File: src/rtl/mem_port_arbiter_pkg.sv
// Shared constants for the two-requester memory port arbiter.
// No logic; state encoding and default widths only.
// Imported by the top and the wait-counter sub-module.
package mem_port_arbiter_pkg;

    localparam int ADDR_W_DEF = 15;
    localparam int DATA_W_DEF = 16;

    // Wide enough for the largest legal MAX_WAIT (255).
    localparam int WAIT_CTR_W = 8;

    typedef enum logic [1:0] {
        ST_IDLE = 2'd0,
        ST_OWN0 = 2'd1,
        ST_OWN1 = 2'd2
    } arb_state_e;

endpackage

File: src/rtl/mem_port_arbiter_arb_wait_ctr.sv
// Per-requester starvation counter: counts consecutive denied request cycles.
// Latency: force_o is registered-state derived, valid the cycle the count hits MAX_WAIT-1.
// Backpressure: none; clears on grant or request drop, saturates at MAX_WAIT-1.
module arb_wait_ctr
    import mem_port_arbiter_pkg::*;
#(
    parameter int MAX_WAIT = 8
) (
    input  logic clk,
    input  logic rst,
    input  logic req_i,
    input  logic gnt_i,
    output logic force_o
);

    localparam logic [WAIT_CTR_W-1:0] SAT = WAIT_CTR_W'(MAX_WAIT - 1);

    logic [WAIT_CTR_W-1:0] cnt_q;
    logic [WAIT_CTR_W-1:0] cnt_d;

    // Count denied cycles, restart when served or when the request goes away.
    always_comb begin
        cnt_d = cnt_q;
        if (!req_i || gnt_i) begin
            cnt_d = '0;
        end else if (cnt_q != SAT) begin
            cnt_d = cnt_q + 1'b1;
        end
    end

    // Counter register.
    always_ff @(posedge clk) begin
        if (rst) begin
            cnt_q <= '0;
        end else begin
            cnt_q <= cnt_d;
        end
    end

    assign force_o = (cnt_q == SAT);

endmodule

File: src/rtl/mem_port_arbiter.sv
// Round-robin arbiter sharing memory read/write ports between CPU LSU (0) and debug loader (1).
// Latency: grant one cycle after a request from IDLE; read data valid one cycle after grant.
// Backpressure: requesters hold req until gnt; lock keeps ownership, starvation guard overrides lock.
// Optional build macro MEM_ARB_STATS_EN adds conflict/forced-switch statistics counters.
module mem_port_arbiter
    import mem_port_arbiter_pkg::*;
#(
    parameter int ADDR_W   = ADDR_W_DEF,
    parameter int DATA_W   = DATA_W_DEF,
    parameter int MAX_WAIT = 8
) (
    input  logic              clk,
    input  logic              rst,
`ifdef MEM_ARB_STATS_EN
    input  logic              stat_clr,
    output logic [15:0]       stat_conflicts,
    output logic [7:0]        stat_forced,
`endif
    input  logic              req0,
    input  logic              we0,
    input  logic              lock0,
    input  logic [ADDR_W-1:0] addr0,
    input  logic [DATA_W-1:0] wdata0,
    output logic              gnt0,
    output logic              rvalid0,
    output logic [DATA_W-1:0] rdata0,
    input  logic              req1,
    input  logic              we1,
    input  logic              lock1,
    input  logic [ADDR_W-1:0] addr1,
    input  logic [DATA_W-1:0] wdata1,
    output logic              gnt1,
    output logic              rvalid1,
    output logic [DATA_W-1:0] rdata1,
    output logic [ADDR_W-1:0] mem_raddr,
    input  logic [DATA_W-1:0] mem_rdata,
    output logic              mem_wen,
    output logic [15:0]       mem_waddr,
    output logic [DATA_W-1:0] mem_wdata
);

    arb_state_e        state_q;
    arb_state_e        state_d;
    logic              rr_last_q;
    logic              rvalid0_q;
    logic              rvalid1_q;
    logic [DATA_W-1:0] rdata0_q;
    logic [DATA_W-1:0] rdata1_q;
    logic              force0;
    logic              force1;

    arb_wait_ctr #(.MAX_WAIT(MAX_WAIT)) u_wait0 (
        .clk     (clk),
        .rst     (rst),
        .req_i   (req0),
        .gnt_i   (gnt0),
        .force_o (force0)
    );

    arb_wait_ctr #(.MAX_WAIT(MAX_WAIT)) u_wait1 (
        .clk     (clk),
        .rst     (rst),
        .req_i   (req1),
        .gnt_i   (gnt1),
        .force_o (force1)
    );

    // State register.
    always_ff @(posedge clk) begin
        if (rst) begin
            state_q <= ST_IDLE;
        end else begin
            state_q <= state_d;
        end
    end

    // Next-state: starvation force beats lock, lock beats alternation.
    always_comb begin
        state_d = state_q;
        case (state_q)
            ST_IDLE: begin
                if (req0 && req1)   state_d = rr_last_q ? ST_OWN0 : ST_OWN1;
                else if (req0)      state_d = ST_OWN0;
                else if (req1)      state_d = ST_OWN1;
            end
            ST_OWN0: begin
                if (force1 && req1)      state_d = ST_OWN1;
                else if (req0 && lock0)  state_d = ST_OWN0;
                else if (req1)           state_d = ST_OWN1;
                else if (req0)           state_d = ST_OWN0;
                else                     state_d = ST_IDLE;
            end
            ST_OWN1: begin
                if (force0 && req0)      state_d = ST_OWN0;
                else if (req1 && lock1)  state_d = ST_OWN1;
                else if (req0)           state_d = ST_OWN0;
                else if (req1)           state_d = ST_OWN1;
                else                     state_d = ST_IDLE;
            end
            default: state_d = ST_IDLE;
        endcase
    end

    // Outputs: owner drives the memory ports; a reset cycle performs no access.
    always_comb begin
        gnt0      = 1'b0;
        gnt1      = 1'b0;
        mem_raddr = '0;
        mem_wen   = 1'b0;
        mem_waddr = '0;
        mem_wdata = '0;
        case (state_q)
            ST_OWN0: begin
                gnt0      = req0 && !rst;
                mem_raddr = addr0;
                mem_waddr = 16'(addr0);
                mem_wdata = wdata0;
                mem_wen   = req0 && !rst && we0;
            end
            ST_OWN1: begin
                gnt1      = req1 && !rst;
                mem_raddr = addr1;
                mem_waddr = 16'(addr1);
                mem_wdata = wdata1;
                mem_wen   = req1 && !rst && we1;
            end
            default: ;
        endcase
    end

    // Round-robin history and registered read responses.
    always_ff @(posedge clk) begin
        if (rst) begin
            rr_last_q <= 1'b1;
            rvalid0_q <= 1'b0;
            rvalid1_q <= 1'b0;
            rdata0_q  <= '0;
            rdata1_q  <= '0;
        end else begin
            if (gnt0)      rr_last_q <= 1'b0;
            else if (gnt1) rr_last_q <= 1'b1;
            rvalid0_q <= gnt0 && !we0;
            rvalid1_q <= gnt1 && !we1;
            if (gnt0 && !we0) rdata0_q <= mem_rdata;
            if (gnt1 && !we1) rdata1_q <= mem_rdata;
        end
    end

    assign rvalid0 = rvalid0_q;
    assign rvalid1 = rvalid1_q;
    assign rdata0  = rdata0_q;
    assign rdata1  = rdata1_q;

`ifdef MEM_ARB_STATS_EN
    logic forced_evt;
    assign forced_evt = ((state_q == ST_OWN0) && force1 && req1) ||
                        ((state_q == ST_OWN1) && force0 && req0);

    // Saturating statistics: contention cycles and starvation-forced switches.
    always_ff @(posedge clk) begin
        if (rst || stat_clr) begin
            stat_conflicts <= '0;
            stat_forced    <= '0;
        end else begin
            if (req0 && req1 && (stat_conflicts != 16'hFFFF)) stat_conflicts <= stat_conflicts + 1'b1;
            if (forced_evt && (stat_forced != 8'hFF))         stat_forced    <= stat_forced + 1'b1;
        end
    end
`endif

endmodule

File: config.mk
export PLATFORM = sky130hd
export DESIGN_NAME = mem_port_arbiter
export DESIGN_NICKNAME = d
export VERILOG_FILES = /design/src/rtl/mem_port_arbiter_pkg.sv /design/src/rtl/mem_port_arbiter_arb_wait_ctr.sv /design/src/rtl/mem_port_arbiter.sv
export SDC_FILE = /design/constraint.sdc
export NUM_CORES = 1
export LEC_CHECK = 0
export CORE_UTILIZATION = 37
export DETAILED_ROUTE_END_ITERATION = 8
export PLACE_DENSITY = 0.79
export SYNTH_ARGS = -nofsm -noshare
export SYNTH_HDL_FRONTEND = slang
export SYNTH_SLANG_ARGS = --single-unit
File: constraint.sdc
create_clock -name clk -period 1.79 [get_ports clk]
set_input_delay 0.179 -clock clk [delete_from_list [all_inputs] [get_ports clk]]
set_output_delay 0.179 -clock clk [all_outputs]
set_load 0.02 [all_outputs]
======== Word-level counts from Yosys, hierarchy flattened ========
Index checks and enable logic that the tools add are counted.
cells by class
  shift operators ......................... 0
  reductions and logical operators ........ 22
  eq/ne operators ......................... 7
  bitwise operators ....................... 0
  $add $sub $neg .......................... 2
  muxes and demuxes ....................... 21
  divide/modulo/power cells ............... 0
  $mul .................................... 0
  order comparisons ....................... 0
operators by type and width
  kind                   count
  $pmux W15 S2           2
  $pmux W16 S2           1
  $mux W2                11
  $add A8 B1 Y8 const B  2
  $eq A8 B3 Y1 const B   2
  $ne A8 B3 Y1 const B   2
  $logic_and A1 B1 Y1    11
  $pmux W2 S3            1
  $logic_not A1 Y1       5
  $mux W1                5
  $ne A4 B4 Y1 const B   1
  $reduce_or A2 Y1       2
  $eq A2 B1 Y1 const B   1
  $eq A2 B2 Y1 const B   1
  $logic_not A2 Y1       1
  $logic_or A1 B1 Y1     2
  $pmux W1 S2            1
  $reduce_bool A2 Y1     1
storage, ports and cells
  output and inout port bits .............. 84
  bits in writable memories ............... 0
  register bits after elaboration ......... 53
  word-level logic and storage cells ...... 60
  input port bits ......................... 86
  memory bits (read-only) ................. 0
  memories kept ........................... 0
  bits in latches ......................... 0

======== Depth between registers and ports, before layout ========
Gate-level depths: netlist (run 1).
  depth after elaboration ................. 5
  mapped depth ............................ 10
  gate-level depth less buffers ........... 7

======== By module ========
Synthesis (run 1) repeated with hierarchy kept, for this count alone.
unflattened totals
  cells, all modules ...................... 363
  area total of the unflattened synthesis .. 2957.8 um^2
modules (own cells, without submodules)
  module            area an instance (um^2)  cells each  seq. area each (um^2)  times used
  mem_port_arbiter  2137.0                   271         740.7                  1
  arb_wait_ctr      410.4                    46          160.2                  2

======== Least setup slack after synthesis (run 1) ========
OpenSTA, ideal clock, no wires.
  path kind ............................... register -> output
  start ................................... reg state_q[0]
  end ..................................... out mem_waddr[1]
  arrival ................................. 1.658 ns
  required time ........................... 1.611 ns
  slack ................................... -0.047 ns
  stages on the path, launching flop included .. 8
  path through ............................ dfxtp_1 inv_1 ha_1 buf_2 clkbuf_1 a22oi_1 nor2b_1 buf_4
between the ends
  longest elaborated chain between the ends .. 2
ends and longest elaborated chain
  element                                       line                     text
  from (decl)                                   mem_port_arbiter.sv:42   arb_state_e state_q;
  from (signal assigned)                        mem_port_arbiter.sv:73   state_q <= state_d;
  $eq A2 B2 Y1 or $eq A2 B1 Y1 (tied branches)  mem_port_arbiter.sv:112  case (state_q)
  $pmux W15 S2 (*)                              mem_port_arbiter.sv:112
  to (decl)                                     mem_port_arbiter.sv:38   output logic [15:0] mem_waddr,
Mark *: on every way between the ends. The rest lies on a longest branch, timed or not.

======== Final worst setup path (run 1) ========
  start ................................... reg state_q[0]
  end ..................................... out mem_wen
between the ends
  longest elaborated chain between the ends .. 2
ends and longest elaborated chain
  element                                       line                     text
  $eq A2 B2 Y1 or $eq A2 B1 Y1 (tied branches)  mem_port_arbiter.sv:112
  $pmux W1 S2 (*)                               mem_port_arbiter.sv:112
  to (decl)                                     mem_port_arbiter.sv:37   output logic mem_wen,
Marked as above.

==> impl_metrics.env, run 1 <==
export IMPL_crit_path_end="mem_wen"
export IMPL_io_pins=170
export IMPL_nets=606
export IMPL_p_leak_nw=1.84
export IMPL_arrival_ns=1.55
export IMPL_finalCritPeriodShare_pct=96.8
export IMPL_hp_class="input port to flop"
export IMPL_rsz0062_at_grt="true"
export IMPL_final_cells=614
export IMPL_status="finished clean"
export IMPL_cts_num_sinks=53
export IMPL_synth_seq_area_share_pct=38.2
export IMPL_drive_gt1_share_pct=26.0
export IMPL_drc=0
export IMPL_skew_ns=0.00485
export IMPL_p_switching_w=0.000932
export IMPL_grt_pass1_wl_um=13100
export IMPL_startpoint="state_q[0]$_SDFFE_PP0P_"
export IMPL_core_area_mm2=0.00725
export IMPL_synth_seq_cells=53
export IMPL_multi_input_area_mm2=0.00165
export IMPL_clockRootBuffer="clkbuf_8"
export IMPL_fp_row_count=31
export IMPL_use_met3_pct=4.85
export IMPL_hpwl_um=6670
export IMPL_crit_path_start_kind="flop"
export IMPL_diodes=0
export IMPL_cts_clk_slew_worst_paths_ns=0.10
export IMPL_ir_drop_mv=0.422
export IMPL_dieHeight_um=88.6
export IMPL_worst_setup_path_type="flop to output pin"
export IMPL_syn_nets=439
export IMPL_antenna_found_initial=0
export IMPL_grt_max_degree=26
export IMPL_grt_busiest_layer="met2"
export IMPL_maxCapViolCount=0
export IMPL_r2r_start="state_q[0]$_SDFFE_PP0P_"
export IMPL_clockPowerShare_pct=23.2
export IMPL_io_buffers=168
export IMPL_async_reset_ff_share_pct=0
export IMPL_cts_path_max_buffers=2
export IMPL_comb_power_share_pct=35.6
export IMPL_synth_area_mm2=0.00278
export IMPL_fin_hold_ws_ns=0.443
export IMPL_start_util_pct=38.3
export IMPL_fp_dieW_um=88.6
export IMPL_rrSetupSlack_ns=0.18
export IMPL_overflow=0
export IMPL_p_int_w=0.00205
export IMPL_synth_cell_types=39
export IMPL_num_vias=3013
export IMPL_finalWirelength_um=8650
export IMPL_h_tree_depth=2
export IMPL_synth_ff_type="dfxtp_1"
export IMPL_final_cell_mix="119 x clkdlybuf4s50_1, 70 x nand2_1, 51 x dfxtp_1"
export IMPL_synth_warnings=0
export IMPL_met1_usage_pct=24.4
export IMPL_required_ns=1.61
export IMPL_ff2ff_path_depth=8
export IMPL_r2r_end="rdata0[1]$_SDFFE_PP0P_"
export IMPL_grt_pass1_vias=2846
export IMPL_setup_viol=0
export IMPL_wire_per_inst_um=14.1
export IMPL_finalSetupTns_ns=0
export IMPL_routed_via_density=4.91
export IMPL_regArea_mm2=0.00106
export IMPL_p_seq_share_pct=41.2
export IMPL_maxSlewViolCount=0
export IMPL_report_final_hold_viol_count=0
export IMPL_cp_max_fo=4
export IMPL_netlist_instances=347
export IMPL_p_per_area_mw_per_mm2=636
export IMPL_synth_edff_count=0
export IMPL_n_fill_cell=649
export IMPL_area_growth_pct=68.6
export IMPL_avgSynthCellArea_um2=8.00
export IMPL_gp_congestion=0.845
export IMPL_cp_end_kind="output pin"
export IMPL_post_place_cells=602
export IMPL_numCtsBuffers=5
export IMPL_cts_tree="done"
export IMPL_final_common_cell="clkdlybuf4s50_1"
export IMPL_timing_fmax_mhz=577
export IMPL_grt_usage_pct=21.2
export IMPL_die_area_mm2=0.00785
export IMPL_drt_iter0_markers=95
export IMPL_swShare_pct=31.3
export IMPL_fin_crit_ns=1.73
export IMPL_insertion_delay_ns=0.30
export IMPL_first_pass_iters=4
export IMPL_ant_nets=0
export IMPL_use_met2_pct=38.3
[layer usage]
metal  vias to the layer above  part of all wire [%]
met2                       126                    52
met5                         -                     0
met1                      1368                    39
met3                        13                   6.7
li1                       1506                     -
met4                         0                   1.9
[what timing repair did]
item,CTS,global route
endpoints found under the setup margin,49,27
hold buffers,0,0
buffers inserted,2,0
pin swaps,0,1
gates cloned,1,1
resized for setup,202,30
[metrics by stage]
stage	area, µm²	setup WS, ns	utilization (%)	total power (W)
floorplan	2810	0.0177	-	0.00178
global placement	4620	-0.106	63.7	0.00226
detailed placement	4620	-0.136	63.7	0.00227
CTS	4600	-0.00825	63.4	0.00295
global route	4680	-0.0137	64.5	0.00312
finish	4680	0.0565	64.5	0.00298
[power by group through the flow]
stage          Combinational [W]  Sequential [W]  Clock, W
2_1_floorplan           0.000508         0.00127         0
3_3_place_gp             0.00101         0.00125         0
3_5_place_dp             0.00102         0.00125         0
4_1_cts                  0.00101         0.00123  0.000715
5_1_grt                  0.00113         0.00123  0.000757
6_report                 0.00106         0.00123  0.000691
[flip-flops by register name, indices dropped and copies added (netlist names)]
register / count
u_wait1.cnt_q: 8
rvalid0: 1
rdata0: 16
rdata1: 16
u_wait0.cnt_q: 8
rvalid1: 1
state_q: 2
rr_last_q: 1
[area by class of cell]
class	instances	share of cell area (%)
Clock buffer	5	1.47
Clock inverter	3	0.535
Tap cell	99	2.65
Sequential cell	53	22.7
Timing Repair Buffer	197	36.9
Inverter	5	0.454
Multi-Input combinational cell	252	35.2
[worst max-delay path, cell delays in order (launching register included)]
cell	delay, ns
dfxtp_2	0.34
buf_4	0.14
ha_4	0.18
and3b_2	0.21
a22oi_2	0.15
nor2b_1	0.06
buf_4	0.15
[synth_stat cells, types with 2 or more instances]
| master | number | area share, % |
|---|---|---|
| xnor2_1 | 4 | 1.3 |
| nor2_1 | 20 | 2.7 |
| buf_4 | 18 | 4.9 |
| o21ai_0 | 7 | 1.3 |
| clkbuf_1 | 13 | 1.8 |
| o211ai_1 | 10 | 2.7 |
| nor2b_1 | 32 | 7.2 |
| nor4b_2 | 2 | 1.1 |
| a21oi_1 | 20 | 3.6 |
| nand2_1 | 70 | 9.5 |
| nand3_1 | 13 | 2.3 |
| a22oi_1 | 32 | 8.7 |
| buf_6 | 2 | 0.81 |
| inv_1 | 3 | 0.41 |
| and3_1 | 5 | 1.1 |
| mux2i_1 | 2 | 0.72 |
| dfxtp_1 | 53 | 38 |
| xor2_1 | 10 | 3.2 |
| nand2b_1 | 4 | 0.90 |
| ha_1 | 6 | 2.7 |
| buf_2 | 3 | 0.54 |
[worst min-delay path by stage]
| stage | cells past startpoint | end | from | slack (ns) |
|---|---|---|---|---|
| after CTS | 3 | rdata1[6]$_SDFFE_PP0P_ | mem_rdata[6] | 0.43 |
| final | 3 | rdata1[10]$_SDFFE_PP0P_ | mem_rdata[10] | 0.44 |
| after global routing | 3 | rdata0[13]$_SDFFE_PP0P_ | mem_rdata[13] | 0.45 |
| after global placement | 2 | rdata0[10]$_SDFFE_PP0P_ | rdata0[10]$_SDFFE_PP0P_ | 0.44 |
| after detailed placement | 2 | rdata0[14]$_SDFFE_PP0P_ | rdata0[14]$_SDFFE_PP0P_ | 0.45 |
| after floorplan | 2 | rdata1[10]$_SDFFE_PP0P_ | mem_rdata[10] | 0.28 |
[logic make-up after synthesis]
family / count (synthesis) / synth area share, %
compound gates: 77 / 18.4
xor+xnor: 14 / 4.42
fa+ha+maj: 6 / 2.70
buf+inv: 42 / 8.88
flops: 53 / 38.2
mux: 2 / 0.721
other cells: 1 / 0.135
simple gates: 152 / 26.5
Note: power is estimated with default switching activity, not from simulation.
==> inputs of run 2 (changes only) <==
- ABC_AREA: default -> 1
- CORE_UTILIZATION: 37 -> 63
- DONT_BUFFER_PORTS: default -> 1
- PLACE_DENSITY: 0.79 -> 0.78
- SKIP_LAST_GASP: default -> 1
==> run 2 against run 1 <==
Compared with the run above: the flow now finishes with violations (hold timing, setup timing); maximum frequency down 4.9%; combinational power is essentially flat; largest cell class is now multi-input gates; highest routed layer unchanged; non-clock buffer count shrank 118; sequential power is 4% higher; critical endpoint is now mem_wdata[3].
==> impl_metrics.env, run 2 <==
export IMPL_routed_via_density=6.13
export IMPL_grt_max_degree=34
export IMPL_rsz0062_at_grt="true"
export IMPL_die_area_mm2=0.00466
export IMPL_p_leak_nw=1.45
export IMPL_cts_num_sinks=53
export IMPL_area_growth_pct=33.6
export IMPL_cts_path_max_buffers=2
export IMPL_status="finished with violations"
export IMPL_synth_area_mm2=0.00277
export IMPL_fp_row_count=23
export IMPL_power_total_w=0.00308
export IMPL_report_final_hold_viol_count=1
export IMPL_clockRootBuffer="clkbuf_8"
export IMPL_violations="hold timing, setup timing"
export IMPL_start_util_pct=67.2
export IMPL_timing_fmax_mhz=549
export IMPL_finalSetupTns_ns=-0.194
export IMPL_ant_nets=0
export IMPL_final_cell_mix="121 x nand2_1, 51 x nor2_1, 51 x dfxtp_1"
export IMPL_synth_top_area_share_pct=38.4
export IMPL_syn_nets=503
export IMPL_finalCritPeriodShare_pct=102
export IMPL_grt_usage_pct=38.2
export IMPL_synth_warnings=0
export IMPL_skew_ns=0.0168
export IMPL_worst_setup_path_type="flop to output pin"
export IMPL_required_ns=1.61
export IMPL_cp_end_kind="output pin"
export IMPL_netlist_instances=411
export IMPL_dieHeight_um=68.3
export IMPL_avgSynthCellArea_um2=6.73
export IMPL_drc=0
export IMPL_wire_per_inst_um=19.8
export IMPL_cts_tree="done"
export IMPL_fp_dieW_um=68.3
export IMPL_numCtsBuffers=5
export IMPL_layout_setup_ws_ns=-0.0323
export IMPL_gp_congestion=0.869
export IMPL_crit_path_start_kind="flop"
export IMPL_final_common_cell="nand2_1"
export IMPL_cp_max_fo=15
export IMPL_antenna_found_initial=0
export IMPL_num_vias=3146
export IMPL_drive_gt1_share_pct=26.1
export IMPL_synth_ff_type="dfxtp_1"
export IMPL_yosysTopAreaCell="dfxtp_1"
export IMPL_first_pass_iters=6
export IMPL_nets=554
export IMPL_fin_crit_ns=1.82
export IMPL_critPathMaxStageDelay_ns=0.38
export IMPL_slowest_stage="dfxtp_4"
export IMPL_fin_hold_ws_ns=-0.00646
export IMPL_io_buffers=0
export IMPL_synth_edff_count=0
export IMPL_grt_pass1_vias=2624
export IMPL_maxCapViolCount=0
export IMPL_hpwl_um=5730
export IMPL_ir_drop_mv=0.787
export IMPL_overflow=0
export IMPL_insertion_delay_ns=0.32
export IMPL_r2r_start="state_q[1]$_SDFFE_PP0P_"
export IMPL_io_pins=170
export IMPL_crit_chain="buf_6 -> ha_4 -> clkbuf_16 -> nand2_1 -> a21oi_1 -> buf_4"
export IMPL_cts_clk_slew_worst_paths_ns=0.11
export IMPL_cp_top_family="buffers and inverters"
export IMPL_post_place_cells=475
export IMPL_h_tree_depth=2
export IMPL_crit_buf_inv=3
export IMPL_synth_seq_area_share_pct=38.4
export IMPL_synth_cell_types=30
export IMPL_finalWirelength_um=10200
export IMPL_synthTopCellsByCount="125 x nand2_1, 53 x dfxtp_1, 52 x nor2_1"
export IMPL_drt_iter0_markers=480
export IMPL_diodes=0
export IMPL_async_reset_ff_share_pct=0
export IMPL_synth_most_common_cell="nand2_1"
export IMPL_hold_start="mem_rdata[11]"
export IMPL_worst_slew_pin_transition_ns=0.536
export IMPL_core_area_mm2=0.00412
export IMPL_slew_headroom_pct=64.0
export IMPL_grt_pass1_wl_um=12800
export IMPL_dpl_worst_slack_ns=0.122
export IMPL_final_cells=513
export IMPL_arrival_ns=1.64
export IMPL_setup_viol=13
export IMPL_maxSlewViolCount=0
export IMPL_startpoint="state_q[1]$_SDFFE_PP0P_"
export IMPL_hp_class="input port to flop"
export IMPL_synth_seq_cells=53
export IMPL_p_per_area_mw_per_mm2=834
export IMPL_ys_top_cells_by_area="dfxtp_1 38%, nand2_1 17%, a21oi_1 7.1%"
[run 2: logic make-up (layout without fill, tap and decap cells)]
| group | count (synthesis) | in the layout | synth area share, % |
|---|---|---|---|
| and+or+nand+nor | 206 | 206 | 31.1 |
| AOI/OAI and AO/OA | 81 | 81 | 14.9 |
| buffers and inverters | 58 | 110 | 10.9 |
| DFF | 53 | 53 | 38.4 |
| adders and majority gates | 6 | 6 | 2.71 |
| xor gates and xnor gates | 6 | 6 | 1.90 |
| other | 1 | 1 | 0.136 |
[run 2: where the power goes]
part	internal (W)	switching (W)
clock network	0.000283	0.000435
logic	0.000454	0.000631
registers	0.00122	0.0000611
total	0.00196	0.00113
[run 2: final timing paths]
kind | endpoint | slack (ns) | cells after the start
setup / recovery | mem_wdata[3] | -0.03 | 6
hold / removal | rdata0[11]$_SDFFE_PP0P_ | -0.006 | 2
setup reg to reg | rdata0[4]$_SDFFE_PP0P_ | 0.03 | 9
hold reg to reg | u_wait0.cnt_q[0]$_SDFFE_PP0P_ | 0.52 | 1
[run 2: layout make-up]
type	instances	area, µm²
Clock inverter	3	25.0
Sequential cell	53	1070
Inverter	23	91.3
Tap cell	50	62.6
Timing Repair Buffer	79	820
Multi-Input combinational cell	300	1560
Fill cell	192	420
Clock buffer	5	68.8
[run 2: worst register-to-register path, cell delays in order (launching register included)]
cell and delay (ns):
dfxtp_4 0.37, inv_2 0.10, ha_4 0.22, inv_4 0.07, nor2_4 0.16, inv_2 0.09
nor2_8 0.24, inv_4 0.16, nor2_1 0.18, nor2_1 0.08
[run 2: what timing repair did]
item,CTS,global route
buffers inserted,2,5
gates resized for setup,20,21
gates cloned,2,2
endpoints found under the setup margin,47,36
hold buffers,17,2
pin swaps,3,5
endpoints found under the hold margin,23,2
[run 2: routing by layer]
layer | track usage, % | part of all wire [%] | vias to the layer above
li1 | - | - | 1388
met1 | 45.1 | 36 | 1448
met2 | 64.5 | 48 | 248
met3 | 7.67 | 10 | 62
met4 | 20.8 | 6.1 | 0
met5 | 0 | 0 | -
[run 2: stage by stage]
| stage | utilization, % | cell area [µm²] |
|---|---|---|
| 2_1_floorplan | - | 2820 |
| 3_3_place_gp | 75.4 | 3100 |
| 3_5_place_dp | 75.4 | 3100 |
| 4_1_cts | 85.5 | 3520 |
| 5_1_grt | 89.8 | 3690 |
| 6_report | 89.8 | 3690 |
